<file path="config.mk">
export PLATFORM = sky130hd
export DESIGN_NAME = lcd_display
export DESIGN_NICKNAME = d
export VERILOG_FILES = /design/src/rtl/lcd_display.sv
export SDC_FILE = /design/constraint.sdc
export NUM_CORES = 1
export LEC_CHECK = 0
export ABC_AREA = 1
export BUFFER_PORTS_ARGS = -buffer_cell sky130_fd_sc_hd__buf_2
export CORE_ASPECT_RATIO = 1.2
export CORE_MARGIN = 4
export CORE_UTILIZATION = 55
export CTS_CLUSTER_DIAMETER = 50
export DETAILED_ROUTE_END_ITERATION = 7
export GPL_TIMING_DRIVEN = 0
export PLACE_DENSITY = 0.76
export SLEW_MARGIN = 20
export SYNTH_ARGS = -nofsm -noshare
export SYNTH_HDL_FRONTEND = slang
export SYNTH_SLANG_ARGS = --single-unit
</file>
<file path="constraint.sdc">
create_clock -name clk -period 4.3 [get_ports clk]
set_clock_uncertainty 0.2 [all_clocks]
set_input_delay 0.43 -clock clk [delete_from_list [all_inputs] [get_ports clk]]
set_output_delay 0.43 -clock clk [all_outputs]
set_load 0.1 [all_outputs]
</file>
<file path="src/rtl/lcd_display.sv">
// HD44780 16x2 character LCD driver (4-bit, write-only) for the binary number game.
// Runs the controller power-on init, then redraws level, time left and game state forever.
module lcd_display #(
    parameter int unsigned T_PWR   = 750000,
    parameter int unsigned T_4MS   = 205000,
    parameter int unsigned T_100US = 5000,
    parameter int unsigned T_40US  = 2000,
    parameter int unsigned T_CLR   = 82000,
    parameter int unsigned T_1US   = 50
) (
    input  logic       clk,
    input  logic       rst_n,
    input  logic [0:7] level,
    input  logic [0:4] timeleft,
    input  logic [0:1] state,
    output logic       lcd_e,
    output logic       lcd_rs,
    output logic       lcd_rw,
    output logic [0:3] lcd_d,
    output logic       sf_ce0,
    output logic       init_done
);

    localparam int unsigned CW = $clog2(T_PWR + T_4MS + T_CLR + 64);

    localparam logic [2:0] S_PWR   = 3'd0;
    localparam logic [2:0] S_INIT  = 3'd1;
    localparam logic [2:0] S_CFG   = 3'd2;
    localparam logic [2:0] S_SNAP  = 3'd3;
    localparam logic [2:0] S_ADDR1 = 3'd4;
    localparam logic [2:0] S_LINE1 = 3'd5;
    localparam logic [2:0] S_ADDR2 = 3'd6;
    localparam logic [2:0] S_LINE2 = 3'd7;

    localparam logic [127:0] TXT_READY = "READY           ";
    localparam logic [127:0] TXT_PLAY  = "PLAYING         ";
    localparam logic [127:0] TXT_WIN   = "WIN             ";
    localparam logic [127:0] TXT_OVER  = "GAME OVER       ";

    logic [2:0]    st_q, st_d;
    logic [CW-1:0] cnt_q, cnt_d;
    logic [3:0]    idx_q, idx_d;
    logic          half_q, half_d;
    logic [7:0]    sh_lvl_q, sh_lvl_d;
    logic [4:0]    sh_tl_q, sh_tl_d;
    logic [1:0]    sh_st_q, sh_st_d;
    logic          e_q, e_d;
    logic          rs_q, rs_d;
    logic [3:0]    d_q, d_d;
    logic          done_q, done_d;

    logic [CW-1:0] wait_c;
    logic [3:0]    lvl_h_c, lvl_t_c, lvl_o_c, tl_t_c, tl_o_c;
    logic [7:0]    lvl_r_c;
    logic [127:0]  line2_c;
    logic [7:0]    byte_c;
    logic [3:0]    nib_c;
    logic          nib_st_c;

    assign lcd_e     = e_q;
    assign lcd_rs    = rs_q;
    assign lcd_rw    = 1'b0;
    assign lcd_d     = d_q;
    assign sf_ce0    = 1'b1;
    assign init_done = done_q;

    // Wait that follows the nibble currently being strobed
    always_comb begin
        wait_c = CW'(T_40US);
        if (st_q == S_INIT) begin
            case (idx_q)
                4'd0:    wait_c = CW'(T_4MS);
                4'd1:    wait_c = CW'(T_100US);
                default: wait_c = CW'(T_40US);
            endcase
        end else if (!half_q) begin
            wait_c = CW'(T_1US);
        end else if (st_q == S_CFG && idx_q == 4'd3) begin
            wait_c = CW'(T_CLR);
        end
    end

    // Decimal digits of the shadow values
    always_comb begin
        lvl_h_c = 4'd0;
        lvl_r_c = sh_lvl_q;
        if (sh_lvl_q >= 8'd200) begin
            lvl_h_c = 4'd2;
            lvl_r_c = sh_lvl_q - 8'd200;
        end else if (sh_lvl_q >= 8'd100) begin
            lvl_h_c = 4'd1;
            lvl_r_c = sh_lvl_q - 8'd100;
        end
        lvl_t_c = 4'(lvl_r_c / 8'd10);
        lvl_o_c = 4'(lvl_r_c % 8'd10);
        tl_t_c  = 4'(sh_tl_q / 5'd10);
        tl_o_c  = 4'(sh_tl_q % 5'd10);
    end

    always_comb begin
        st_d     = st_q;
        cnt_d    = cnt_q + CW'(1);
        idx_d    = idx_q;
        half_d   = half_q;
        sh_lvl_d = sh_lvl_q;
        sh_tl_d  = sh_tl_q;
        sh_st_d  = sh_st_q;
        done_d   = done_q;
        line2_c  = TXT_READY;
        byte_c   = 8'h00;
        nib_c    = 4'h0;
        nib_st_c = 1'b0;

        case (st_q)
            S_PWR: begin
                if (cnt_q == CW'(T_PWR - 1)) begin
                    st_d   = S_INIT;
                    idx_d  = 4'd0;
                    half_d = 1'b0;
                    cnt_d  = '0;
                end
            end
            S_SNAP: begin
                sh_lvl_d = level;
                sh_tl_d  = timeleft;
                sh_st_d  = state;
                st_d     = S_ADDR1;
                idx_d    = 4'd0;
                half_d   = 1'b0;
                cnt_d    = '0;
            end
            default: begin
                // Nibble strobe is cycles 0..14, then the post-nibble wait
                if (cnt_q == CW'(14) + wait_c) begin
                    cnt_d = '0;
                    if (st_q == S_INIT) begin
                        half_d = 1'b0;
                        if (idx_q == 4'd3) begin
                            st_d  = S_CFG;
                            idx_d = 4'd0;
                        end else begin
                            idx_d = idx_q + 4'd1;
                        end
                    end else if (!half_q) begin
                        half_d = 1'b1;
                    end else begin
                        half_d = 1'b0;
                        idx_d  = idx_q + 4'd1;
                        case (st_q)
                            S_CFG: begin
                                if (idx_q == 4'd3) begin
                                    st_d   = S_SNAP;
                                    done_d = 1'b1;
                                end
                            end
                            S_ADDR1: begin
                                st_d  = S_LINE1;
                                idx_d = 4'd0;
                            end
                            S_LINE1: begin
                                if (idx_q == 4'd15) st_d = S_ADDR2;
                            end
                            S_ADDR2: begin
                                st_d  = S_LINE2;
                                idx_d = 4'd0;
                            end
                            default: begin
                                if (idx_q == 4'd15) st_d = S_SNAP;
                            end
                        endcase
                    end
                end
            end
        endcase

        case (sh_st_q)
            2'b01:   line2_c = TXT_PLAY;
            2'b10:   line2_c = TXT_WIN;
            2'b11:   line2_c = TXT_OVER;
            default: line2_c = TXT_READY;
        endcase

        // Byte for the nibble about to be (or being) strobed
        case (st_d)
            S_CFG: begin
                case (idx_d[1:0])
                    2'd0:    byte_c = 8'h28;
                    2'd1:    byte_c = 8'h06;
                    2'd2:    byte_c = 8'h0C;
                    default: byte_c = 8'h01;
                endcase
            end
            S_ADDR1: byte_c = 8'h80;
            S_ADDR2: byte_c = 8'hC0;
            S_LINE1: begin
                case (idx_d)
                    4'd0:    byte_c = "L";
                    4'd1:    byte_c = "V";
                    4'd2:    byte_c = "L";
                    4'd3:    byte_c = ":";
                    4'd4:    byte_c = 8'h30 + {4'h0, lvl_h_c};
                    4'd5:    byte_c = 8'h30 + {4'h0, lvl_t_c};
                    4'd6:    byte_c = 8'h30 + {4'h0, lvl_o_c};
                    4'd8:    byte_c = "T";
                    4'd9:    byte_c = "I";
                    4'd10:   byte_c = "M";
                    4'd11:   byte_c = "E";
                    4'd12:   byte_c = ":";
                    4'd13:   byte_c = 8'h30 + {4'h0, tl_t_c};
                    4'd14:   byte_c = 8'h30 + {4'h0, tl_o_c};
                    default: byte_c = " ";
                endcase
            end
            S_LINE2: byte_c = 8'(line2_c >> {4'd15 - idx_d, 3'b000});
            default: byte_c = 8'h00;
        endcase

        nib_c = half_d ? byte_c[3:0] : byte_c[7:4];
        if (st_d == S_INIT) nib_c = (idx_d == 4'd3) ? 4'h2 : 4'h3;
        nib_st_c = (st_d != S_PWR) && (st_d != S_SNAP);

        // Bus only changes when a new nibble starts; lcd_d holds otherwise
        d_d  = nib_st_c ? nib_c : d_q;
        rs_d = nib_st_c ? (st_d == S_LINE1 || st_d == S_LINE2) : rs_q;
        e_d  = nib_st_c && (cnt_d >= CW'(2)) && (cnt_d <= CW'(13));
    end

    always_ff @(posedge clk or negedge rst_n) begin
        if (!rst_n) begin
            st_q     <= S_PWR;
            cnt_q    <= '0;
            idx_q    <= 4'd0;
            half_q   <= 1'b0;
            sh_lvl_q <= 8'd0;
            sh_tl_q  <= 5'd0;
            sh_st_q  <= 2'd0;
            e_q      <= 1'b0;
            rs_q     <= 1'b0;
            d_q      <= 4'h0;
            done_q   <= 1'b0;
        end else begin
            st_q     <= st_d;
            cnt_q    <= cnt_d;
            idx_q    <= idx_d;
            half_q   <= half_d;
            sh_lvl_q <= sh_lvl_d;
            sh_tl_q  <= sh_tl_d;
            sh_st_q  <= sh_st_d;
            e_q      <= e_d;
            rs_q     <= rs_d;
            d_q      <= d_d;
            done_q   <= done_d;
        end
    end

endmodule

</file>
[After elaboration in Yosys (flattened, before gate mapping)]
Cells that the tools add are included.
Word-level totals
  memory bits (writable): 0
  bits in latches: 0
  output and inout port bits: 9
  bits in read-only memories: 0
  memories kept: 0
  input port bits: 17
  flip-flop bits (word level): 50
Cells by class
  equal/unequal tests: 36
  muxes and demuxes: 40
  reduce and logical (&&, ||, !) cells: 15
  $mul: 0
  shift operators: 1
  divide/modulo/power cells: 4
  add/subtract/negate cells: 11
  $lt $le $gt $ge: 4
  bitwise logic cells: 2
Operators by type and width (number)
  $pmux 125 s3: 1
  $shr 128x7->8: 1
  $pmux 7 s12: 1
  $mux 20: 3
  $pmux 20 s2: 1
  $pmux 8 s5: 1
  $pmux 18 s2: 1
  $add 6x4->7 const A: 5
  $mux 17: 2
  $eq 4x4->1 const B: 8
  $mux 4: 8
  $mux 3: 8
  $eq 3x3->1 const B: 7
  $add 20x1->20 const B: 1
  $add 4x20->20 const A: 1
  $eq 20x20->1: 1
  $eq 20x20->1 const B: 1
  $ge 20x2->1 const B: 1
  $le 20x4->1 const B: 1
  $pmux 6 s3: 1
  $mux 8: 2
  $eq 4x2->1 const B: 3
  $eq 4x3->1 const B: 3
  $pmux 3 s4: 1
  other kinds (30): 50

[Logic depth before layout (Yosys ltp)]
  word-level depth: 15
  mapped depth: 43
  depth with buffers taken out: 42

[Worst setup path before layout]
OpenSTA, ideal clock, no wires.
  path kind: register to register
  from: register idx_q[0]
  to: register d_q[1], in the netlist lcd_d[2]
  cell stages (with the launch flop): 38
  library setup time: 0.121 ns
  arrival time: 4.392 ns
  slack: -0.413 ns
  cells stage by stage: dfrtp_1 -> ha_1 -> nand2_2 -> inv_1 -> nand2_4 -> nand2_4 -> o21ai_1 -> nand2_1 -> nand2_2 -> nor2_4 -> nand2_4 -> nand2_4 -> nand2_4 -> inv_1 -> o22ai_1 -> clkbuf_1 -> ha_1 -> nand3_4 -> [... 2 more ...] -> a21oi_1 -> inv_1 -> a21o_1 -> nand2_2 -> ha_1 -> nand3_1 -> nand3b_4 -> nand3b_1 -> nand2_1 -> nor2_4 -> nand2_2 -> nand2_1 -> nand3_1 -> nand2_1 -> nand2_1 -> nand2_1 -> nand2_1 -> nand2_1
On the way
  cells in the longest elaborated chain, start to end: 15
  elaborated cells on any way between the ends: 65
  those cells by class: add/sub (3); eq/ne (26); shift (1); mux (27); reduce/logical (8)
RTL lines
  start: declaration: RTL line 42  | logic [3:0] idx_q, idx_d;
  start signal: assignment: RTL line 244  | idx_q <= idx_d;
  $eq 4x2->1: RTL line 78, 138
  $logic_and 1x1->1: RTL line 78  | end else if (st_q == S_CFG && idx_q == 4'd3) begin
  $mux 17: RTL line 78
  $mux 17: RTL line 76  | end else if (!half_q) begin
  $mux 20: RTL line 70  | if (st_q == S_INIT) begin
  $add 4x20->20: RTL line 134  | if (cnt_q == CW'(14) + wait_c) begin
  $eq 20x20->1: RTL line 134
  $mux 4 *: RTL line 134
  $pmux 4 s2 *: RTL line 114  | case (st_q)
  via idx_d[1]: RTL line 42
  branches (longest 3 deep; another with $sub 4x4->4)
  $pmux 8 s5 *: RTL line 184  | case (st_d)
  $mux 4 *: RTL line 218  | nib_c = half_d ? byte_c[3:0] : byte_c[7:4];
  $mux 4 *: RTL line 219  | if (st_d == S_INIT) nib_c = (idx_d == 4'd3) ? 4'h2 : 4'h3;
  end signal: assignment: RTL line 239  | d_q <= 4'h0;
  end signal: assignment: RTL line 251  | d_q <= d_d;
  end: declaration: RTL line 49  | logic [3:0] d_q, d_d;
Mark *: on every way through the listed nets, which the timed path passes.
A chain may end at the register's enable or synchronous reset.

[Final worst setup path]
  from: register idx_q[0]
  to: register d_q[2], in the netlist lcd_d[1]
On the way
  cells in the longest elaborated chain, start to end: 15
  elaborated cells on any way between the ends: 65
  those cells by class: add/sub (3); eq/ne (26); shift (1); mux (27); reduce/logical (8)
RTL lines
  branches (longest 15 deep; another with $add 4x20->20)
Several ways; the timed one is not identified.

==> run metrics <==
run status=complete, but fails checks; violated checks=setup timing; Critical Path Most Common Cell=nand2_1; DR vias/cell=5.54; Die Y=113 um; syn_nets=800; largest cells by area after synthesis=dfrtp_1, nand2_1, inv_1; Diodes inserted=0; max-slew violation count=0; synthesized flop and latch total=50; clk sinks=50; CP max stage delay=0.49 ns; Place WS=-0.766 ns; Avg Inst Size Synth=6.66 um2; Die W=95.4 um; Final nets=888; Total GRT Usage=26.9%; vias=5361; Clock Path Buffers=2; H-tree levels=2; CTS tree=done; Placer Congestion=0.931; Synth Warn #=0; Port Buffers=23; row count=38; cells on worst reg2reg path=37; fin area=6240 um2; CP Data Arrival Time=4.84 ns; Worst-Margin Slew=0.656 ns; largest area contributor in the netlist=dfrtp_1; maximum clock rate=0.208 GHz; Synth top cells by count=nand2_1, inv_1, nor2_1; unrepaired setup endpoints after global routing=yes; Hold/Removal Path Class=in -> reg; Routed Antenna Nets=0; Power Density=129 nW/um2; layout cells sized above 1=27.5%; ys flop type=dfrtp_1; Total Die Area=10800 um2; Startpoint Class=flip-flop; number of global-route vias before repair=5151; Worst-path clk slew=0.12 ns; number of antenna violations at the first check in global routing=0; Final HPWL DP=10400 um; Post-synth ARST share=100%; Residual DRC=0; CTS buffer count=5; met2 Track Usage GR=48.1%; crit path time final=4.81 ns; Post-Place Cells=901; synthesized area=5040 um2; max_slew headroom=56.3%; Overall Power=0.000807 W; Post-synth EDFFs=0; pin count of the biggest net entering global routing=51; area share of the largest cell type after synthesis=24.8%; I/O pin count=26; P_leak=3.12 nW; drt total wl=14500 um; per-cell routed wire length=15.0 um; Final Hold Viols=0; worst vdd ir=0.118 mV; Hold Crit Depth=3; GRT met1 Usage=32.1%; fill count=734; Critical Path End Type=flip-flop; Syn Inst Count=758; critical path type=reg -> reg; Worst-Skew Late Latency=0.33 ns; first-pass GRT wire length=23500 um; Detailed Routing Iterations Pass 1=5; core footprint=8990 um2; initial core utilization=56.1%; Root Driver=clkbuf_8; Final Cycle Share=112%; Final Non-Filler Cells=967; 1st-iter DRT viols=321; sequential share of the synthesized area=24.8%; Post-DP Area=5450 um2; Yosys cell types=59; GRT Residual Overflow=0; setup slack after layout=-0.508 ns; Area Overhead vs Synth=23.8%; Worst EP required=4.33 ns; Max-cap violations=0; count leader, synth=nand2_1; Crit-path slowest cell=dfrtp_2; busiest layer in global routing=met2; critical path peak fanout=5; met3 Use GR=2.66%; final setup violating endpoints=4
[state kept, by name (all words and copies together), names as in the netlist]
name,cells
cnt_q,20
half_q,1
idx_q,4
init_done,1
lcd_d,4
lcd_e,1
lcd_rs,1
sh_lvl_q,8
sh_st_q,2
sh_tl_q,5
st_q,3
[metal layers]
metal	vias up	part of all wire, %	wire [um]
met5	-	0	0
met4	0	4.1	588
met3	42	3.6	518
met2	157	52	7520
met1	2493	40	5860
li1	2669	-	-
[layout make-up]
class / count / area [um2] / area share, %
Multi-Input combinational cell: 586 / 3630 / 58.1
Sequential cell: 50 / 1260 / 20.2
Timing Repair Buffer: 81 / 576 / 9.22
Inverter: 111 / 443 / 7.09
Tap cell: 120 / 150 / 2.40
Buffer: 11 / 88.8 / 1.42
Clock buffer: 5 / 68.8 / 1.10
Clock inverter: 3 / 28.8 / 0.461
[report_power, final]
group,internal (W),switching (W)
sequential,0.000470,0
combinational,0.00000710,0.0000190
clock,0.000121,0.000190
[cell families (layout without fill, tap and decap cells)]
logic type / Yosys count / in the layout / share of synthesized area (%)
DFF: 50 / 50 / 24.8
adders and majority gates: 25 / 25 / 6.20
muxes: 1 / 1 / 0.198
and+or+nand+nor: 412 / 412 / 40.4
AOI/OAI and AO/OA: 132 / 132 / 16.3
other: 2 / 2 / 0.149
buffers and inverters: 122 / 211 / 9.55
xor gates and xnor gates: 14 / 14 / 2.43
[per-stage QoR]
| step | util [%] | hold WS [ns] | setup TNS (ns) |
|---|---|---|---|
| floorplan | - | -0.0656 | -0.0365 |
| global placement | 60.6 | 0.253 | -2.41 |
| detailed placement | 60.7 | 0.256 | -2.87 |
| CTS | 65.8 | 0.0978 | -1.16 |
| global route | 69.5 | 0.107 | -3.10 |
| finish | 69.5 | 0.102 | -1.91 |
[worst max-delay path: cells and delay by family (launching register included)]
kind,cells,cell delay [ns]
AOI/OAI and AO/OA,2,0.26
DFF,1,0.49
adders and majority gates,3,0.50
and+or+nand+nor,28,2.83
buffers and inverters,4,0.41
[placed cells by master (no fill, tap or decap), types with 4 or more instances in the layout]
cell type and n:
nor2_4 8, inv_4 5, nand2_4 19, nand3_1 38, nand3_2 7, xor2_1 11, dfrtp_2 7, buf_4 57
nand2_2 25, ha_1 19, o21ai_0 36, clkinv_4 4, nand2_1 180, inv_2 16, nor3_1 12, a21oi_1 33
clkbuf_1 4, buf_2 22, o211ai_1 6, dfrtp_1 43, nor2_1 65, a22oi_1 4, nand4_1 20, a21oi_2 4
clkbuf_8 6, o21ai_2 10, nor2_2 8, inv_1 86, a211oi_1 4, ha_4 5, nor4_1 8, nand3b_1 4
nand3_4 7
[worst paths after layout]
| check | start | to | slack, ns |
|---|---|---|---|
| worst max-delay path | idx_q[0] | lcd_d[1] | -0.51 |
| worst min-delay path | state[0] | sh_st_q[1] | 0.10 |
| worst max register to register | idx_q[0] | lcd_d[1] | -0.51 |
| worst min register to register | init_done | init_done | 0.28 |
| max in group asynchronous | rst_n | idx_q[2] | 2.94 |
| min in group asynchronous | rst_n | init_done | 0.47 |
[timing repair]
item	CTS	global route
hold buffers	1	0
resized for setup	27	32
cloned	0	0
setup buffers	32	25
hold endpoints to repair	50	0
endpoints found under the setup margin	4	4
pin swaps	15	42
Power figures use the tool's default switching activity.
